[config.mk]
export PLATFORM = sky130hd
export DESIGN_NAME = ladybird_serial_adder
export DESIGN_NICKNAME = d
export VERILOG_FILES = /design/src/rtl/ladybird_pkg.sv /design/src/rtl/ladybird_full_adder.sv /design/src/rtl/ladybird_serial_adder.sv
export SDC_FILE = /design/constraint.sdc
export NUM_CORES = 1
export LEC_CHECK = 0
export CAP_MARGIN = 20
export CORE_UTILIZATION = 30
export CTS_CLUSTER_SIZE = 14
export DETAILED_ROUTE_END_ITERATION = 8
export PLACE_DENSITY_LB_ADDON = 0.3
export SLEW_MARGIN = 20
export SYNTH_ARGS = -nofsm -noshare
export SYNTH_HDL_FRONTEND = slang
export SYNTH_SLANG_ARGS = --single-unit
[constraint.sdc]
create_clock -name clk -period 1.65 [get_ports clk]
set_input_delay 0.165 -clock clk [delete_from_list [all_inputs] [get_ports clk]]
set_output_delay 0.165 -clock clk [all_outputs]
set_load 0.02 [all_outputs]
[src/rtl/ladybird_pkg.sv]
`default_nettype none
// ============================================================================
//  Module      : ladybird_pkg
//  Description : Shared types and helpers for the ladybird bit-serial
//                add/subtract unit (FSM state encoding, counter width).
//  Revision    : 1.0 - initial release
// ============================================================================
package ladybird_pkg;

   // Sequencer states of the serial adder
   typedef enum logic [1:0] {
      IDLE = 2'd0,
      RUN  = 2'd1,
      DONE = 2'd2
   } serial_state_t;

   // Bit-counter width: max(1, clog2(width)) so WIDTH=1 still gets a 1-bit counter
   function automatic int cnt_width(input int width);
      int w;
      w = $clog2(width);
      return (w < 1) ? 1 : w;
   endfunction

endpackage : ladybird_pkg
`default_nettype wire

[src/rtl/ladybird_full_adder.sv]
`default_nettype none
// ============================================================================
//  Module      : ladybird_full_adder
//  Description : Single-bit full adder; the only arithmetic element of the
//                serial adder, reused for every bit position.
//  Revision    : 1.0 - initial release
// ============================================================================
module ladybird_full_adder
   import ladybird_pkg::*;
(
   input  logic x,
   input  logic y,
   input  logic c_in,
   output logic q,
   output logic c_out
);

   // Sum and majority carry of three input bits
   always_comb begin
      q     = x ^ y ^ c_in;
      c_out = (x & y) | (c_in & (x ^ y));
   end

endmodule : ladybird_full_adder
`default_nettype wire

[src/rtl/ladybird_serial_adder.sv]
`default_nettype none
// ============================================================================
//  Module      : ladybird_serial_adder
//  Description : Bit-serial add/subtract unit. One full adder is sequenced
//                LSB-first over WIDTH cycles with a registered carry.
//                Operands arrive and results leave over valid/ready
//                handshakes. Subtraction is A + ~B + 1.
//  Revision    : 1.0 - initial release
// ============================================================================
module ladybird_serial_adder
   import ladybird_pkg::*;
#(
   parameter int WIDTH = 32
) (
   input  logic             clk,
   input  logic             rst,
   // operand side
   input  logic             in_valid,
   output logic             in_ready,
   input  logic [WIDTH-1:0] in_a,
   input  logic [WIDTH-1:0] in_b,
   input  logic             in_sub,
   // result side
   output logic             out_valid,
   input  logic             out_ready,
   output logic [WIDTH-1:0] out_q,
   output logic             out_carry,
   output logic             out_overflow
);

   localparam int               CNT_W    = cnt_width(WIDTH);
   localparam logic [CNT_W-1:0] CNT_LAST = CNT_W'(WIDTH - 1);

   // ------------------------------------------------------------------------
   // State
   // ------------------------------------------------------------------------
   serial_state_t    state_q,        state_d;
   logic [WIDTH-1:0] a_sr_q,         a_sr_d;
   logic [WIDTH-1:0] b_sr_q,         b_sr_d;
   logic [WIDTH-1:0] res_sr_q,       res_sr_d;
   logic             carry_q,        carry_d;
   logic [CNT_W-1:0] cnt_q,          cnt_d;
   logic [WIDTH-1:0] out_q_q,        out_q_d;
   logic             out_carry_q,    out_carry_d;
   logic             out_overflow_q, out_overflow_d;
   logic             in_ready_q,     in_ready_d;
   logic             out_valid_q,    out_valid_d;

   // Full-adder connections and the result word after this cycle's shift
   logic             fa_q;
   logic             fa_c_out;
   logic [WIDTH-1:0] res_shift;

   // ------------------------------------------------------------------------
   // Shared full adder, fed from the LSBs of the operand shift registers
   // ------------------------------------------------------------------------
   ladybird_full_adder u_full_adder (
      .x     (a_sr_q[0]),
      .y     (b_sr_q[0]),
      .c_in  (carry_q),
      .q     (fa_q),
      .c_out (fa_c_out)
   );

   // ------------------------------------------------------------------------
   // Result shift: new sum bit enters at the MSB so that after WIDTH shifts
   // bit 0 of the result sits at bit 0 of the register.
   // ------------------------------------------------------------------------
   generate
      if (WIDTH == 1) begin : g_res_single
         assign res_shift = fa_q;
      end else begin : g_res_multi
         assign res_shift = {fa_q, res_sr_q[WIDTH-1:1]};
      end
   endgenerate

   // ------------------------------------------------------------------------
   // Next-state logic: FSM sequencing, operand/result shifting, flag capture
   // ------------------------------------------------------------------------
   always_comb begin
      state_d        = state_q;
      a_sr_d         = a_sr_q;
      b_sr_d         = b_sr_q;
      res_sr_d       = res_sr_q;
      carry_d        = carry_q;
      cnt_d          = cnt_q;
      out_q_d        = out_q_q;
      out_carry_d    = out_carry_q;
      out_overflow_d = out_overflow_q;

      case (state_q)
         IDLE: begin
            // in_ready is high throughout IDLE, so in_valid alone is the accept
            if (in_valid) begin
               a_sr_d  = in_a;
               b_sr_d  = in_sub ? ~in_b : in_b;
               carry_d = in_sub;
               cnt_d   = '0;
               state_d = RUN;
            end
         end

         RUN: begin
            a_sr_d   = a_sr_q >> 1;
            b_sr_d   = b_sr_q >> 1;
            res_sr_d = res_shift;
            carry_d  = fa_c_out;
            if (cnt_q == CNT_LAST) begin
               // carry_q is the carry into the MSB on this last bit
               out_q_d        = res_shift;
               out_carry_d    = fa_c_out;
               out_overflow_d = carry_q ^ fa_c_out;
               state_d        = DONE;
            end else begin
               cnt_d = cnt_q + 1'b1;
            end
         end

         DONE: begin
            // Result held until the consumer takes it; no new accept here
            if (out_ready) begin
               state_d = IDLE;
            end
         end

         default: begin
            state_d = IDLE;
         end
      endcase

      // Handshake outputs are registered from the next state
      in_ready_d  = (state_d == IDLE);
      out_valid_d = (state_d == DONE);
   end

   // ------------------------------------------------------------------------
   // State registers with synchronous reset; any state returns to IDLE
   // ------------------------------------------------------------------------
   always_ff @(posedge clk) begin
      if (rst) begin
         state_q        <= IDLE;
         a_sr_q         <= '0;
         b_sr_q         <= '0;
         res_sr_q       <= '0;
         carry_q        <= 1'b0;
         cnt_q          <= '0;
         out_q_q        <= '0;
         out_carry_q    <= 1'b0;
         out_overflow_q <= 1'b0;
         in_ready_q     <= 1'b1;
         out_valid_q    <= 1'b0;
      end else begin
         state_q        <= state_d;
         a_sr_q         <= a_sr_d;
         b_sr_q         <= b_sr_d;
         res_sr_q       <= res_sr_d;
         carry_q        <= carry_d;
         cnt_q          <= cnt_d;
         out_q_q        <= out_q_d;
         out_carry_q    <= out_carry_d;
         out_overflow_q <= out_overflow_d;
         in_ready_q     <= in_ready_d;
         out_valid_q    <= out_valid_d;
      end
   end

   assign in_ready     = in_ready_q;
   assign out_valid    = out_valid_q;
   assign out_q        = out_q_q;
   assign out_carry    = out_carry_q;
   assign out_overflow = out_overflow_q;

endmodule : ladybird_serial_adder
`default_nettype wire

==> impl_metrics.yaml <==
setup_path:
  rrSetupSlack_ns: 0.04
  r2r_cells: 6
  crit_required_ns: 1.95
  crit_arrival_ns: 1.91
  path_class: "reg -> reg"
  reg2reg_from: "cnt_q[0]"
  crit_path_max_fanout: 4
  endpoint_kind: "flop"
  worstReg2RegEnd: "cnt_q[3]"
  startpoint_type: "flop"
synth:
  synth_top_area_cell: "dfxtp_1"
  synth.distinct_cells: 39
  syn-cell-area_sq_mm: 0.00587
  synth_top_area_share_pct: 47.4
  yosysSeqAreaShare_pct: 47.4
  synth_nets: 703
  ys_ff_latch: 139
  synth_cells: 631
  yosysWarnings: 0
  synth_area_leaders: "dfxtp_1 (47%), nand2_1 (8.1%), o22ai_2 (6.4%)"
  syn_area_per_cell_sq_um: 9.31
placement:
  io_buffers: 104
  gp_congestion: 0.702
  numPlacedInstances: 964
  place_hpwl_mm: 8.27
cts:
  clk_pin_slew_ns: 0.06
  cts_root_buffer: "clkbuf_16"
  h-tree-depth: 4
  cts_buffers: 17
  cts_max_path_buffers: 2
  cts_tree: "yes"
  clock_latency_ns: 0.42
  cts.sinks: 139
floorplan:
  coreArea_sq_mm: 0.0190
  initial_core_util_pct: 31.0
  dieWidth_microns: 142
  ioPinCount: 105
  rows: 50
  fp.dieH_microns: 142
  dieArea_sq_mm: 0.0201
sta:
  relSlewSlack_pct: 62.8
  grt_setup_unrepaired: "yes"
  min_period_over_period_pct: 97.4
  finalMaxSlewViolations: 0
  fmax_ghz: 0.622
  fin_skew_ns: 0.00772
  finalHoldViolations: 0
  tightest_slew_ns: 0.558
  finalCriticalPeriod_ns: 1.61
  final-setup-viol-count: 0
power:
  ir_worst_vdd_uv: 655
  power_mw: 8.73
  power.density_mw_per_mm2: 1100
  p_leak_nw: 2.70
layout:
  multi_input_area_sq_mm: 0.00273
  finalNonFillerCells: 1002
  area_delta_synth_final_pct: 35.4
  seqCellArea_sq_mm: 0.00279
  nets: 800
  final_util_pct: 42.0
  fillers: 1893
  drive_gt1_share_pct: 16.3
run_status:
  outcome: "complete, no violations"
min_path:
  holdCritStartpoint: "rst"
  hold_class: "in -> reg"
  hold_depth: 2
  holdPathEnd: "state_q[0]"
global_route:
  grt_pass1_vias: 4526
  track_usage_pct: 13.6
  grt_pass1_wl_mm: 21.8
  antenna_found_initial: 0
  overflow: 0
  grt_start_max_net_pins: 54
route:
  antenna_left: 0
  viasPerCell: 4.65
  firstDrtPassIters: 4
  drt_iter0_markers: 251
  wirelength_mm: 13.4
  via_count: 4663
  route.detailed.drc: 0
  routedWlPerCell_microns: 13.4
flow_run:
  maxCapViolCount: 0
[worst max-delay path by stage]
| stage | start | endpoint | slack [ns] | cells after the start |
|---|---|---|---|---|
| finish | cnt_q[0] | cnt_q[3] | 0.04 | 6 |
| global route | cnt_q[0] | out_q[11] | -0.02 | 7 |
| CTS | cnt_q[0] | out_q[31] | 0.005 | 7 |
| detailed placement | in_valid | a_sr_q[3] | -0.02 | 5 |
| global placement | in_valid | b_sr_q[21] | 0.02 | 5 |
| floorplan | cnt_q[0] | cnt_q[3] | 0.005 | 6 |
[what timing repair did]
item                                    4_1_cts  5_1_grt
endpoints found under the setup margin        1       33
setup buffers                                 0        1
pin swaps                                     1        2
hold buffers                                  0        0
gates resized for setup                       0        9
gates cloned                                  0        4
endpoints found under the hold margin         0        0
[metal layers]
metal | GRT usage (%) | part of all wire (%)
met1 | 17.4 | 49
met2 | 21.3 | 45
met3 | 4.10 | 3.9
met4 | 5.66 | 1.9
met5 | 0 | 0
[critical path: stages (launching register included)]
cell      delay [ns]
dfxtp_2         0.33
ha_4            0.15
and3_4          0.18
ha_4            0.16
nand2b_4        0.15
a211oi_2        0.20
mux2_4          0.32
[cells in the mapped netlist]
cell type  count
buf_4          8
a22oi_1       33
xnor2_1       32
a31oi_1        3
nand3_1        6
ha_1           2
o21bai_2       1
or3b_4         1
xor2_1         1
o22ai_2       30
nor3_1         2
a21oi_4        1
buf_1          2
a211oi_1      33
nor2_1        37
o22ai_1       32
nor3b_4        1
o21ba_4        1
a22o_1         1
mux2_2         2
a221oi_2       2
nand3b_2       1
a21oi_1       64
nand3b_1       1
nor2_2         1
dfxtp_1      139
and3b_1        1
and3_1         1
nor3b_1        2
fa_1           1
and2b_1        1
a211oi_2       2
nand2b_2       1
clkbuf_1      12
buf_6         19
nand2_1      127
nand2b_1       4
inv_1          5
buf_2         18
[report_power, final]
| group | leakage, nW | internal, mW | switching, mW | total, mW |
|---|---|---|---|---|
| clock | 0.323 | 2.80 | 1.41 | 4.21 |
| combinational | 1.25 | 0.461 | 0.456 | 0.917 |
| sequential | 1.14 | 3.52 | 0.0850 | 3.60 |
| total | 2.70 | 6.78 | 1.95 | 8.73 |
[cell usage in the layout, fill, tap and decap left out, types with 2 or more instances in the layout]
master,count
dfxtp_1,137
nand2_1,127
clkdlybuf4s50_1,102
a21oi_1,63
nor2_1,37
a22oi_1,33
xnor2_1,32
o22ai_1,32
a211oi_1,31
o22ai_2,30
buf_4,23
clkbuf_16,21
buf_12,7
nand3_1,6
inv_1,5
bufinv_16,5
a211oi_2,4
nand2b_1,3
a31oi_1,3
clkinv_2,3
clkbuf_8,3
nor3b_1,2
nor3_1,2
a221oi_2,2
ha_4,2
clkinv_4,2
dfxtp_2,2
[cell families (layout without fill, tap and decap cells)]
family                     after synthesis  after routing  share of synthesized area (%)
other                                    0              1                              0
xor gates and xnor gates                33             33                           4.92
DFF                                    139            139                           47.4
adders and majority gates                3              3                          0.767
muxes                                    2              2                          0.383
AOI/OAI and AO/OA                      203            203                           25.8
buffers and inverters                   64            174                           7.41
and+or+nand+nor                        187            187                           13.3
[registers in the layout (all words and copies together) (netlist names)]
register and count:
b_sr_q 32, cnt_q 5, out_carry 1, carry_q 1, out_valid 1, out_overflow 1
out_q 32, res_sr_q 31, in_ready 1, state_q 2, a_sr_q 32
[metrics by stage]
stage                     setup slack, ns  setup TNS, ns  hold WS [ns]  instance area (sq um)
final                              0.0425              0        0.0415                   7960
after CTS                         0.00513              0        0.0243                   7810
after global placement             0.0221              0         0.442                   7150
after detailed placement          -0.0195        -0.0462         0.446                   7150
after global routing              -0.0185        -0.0406        0.0364                   7950
after floorplan                   0.00465              0         0.313                   5910
[layout make-up]
class | instances | area share, %
clock inverter | 11 | 2.39
tap | 260 | 4.09
timing repair buffer | 137 | 18.1
multi-input combinational | 428 | 34.3
sequential | 139 | 35.0
inverter | 5 | 0.236
clock buffer | 21 | 5.91
antenna | 1 | 0.0315
Note: power is estimated with default switching activity, not from simulation.
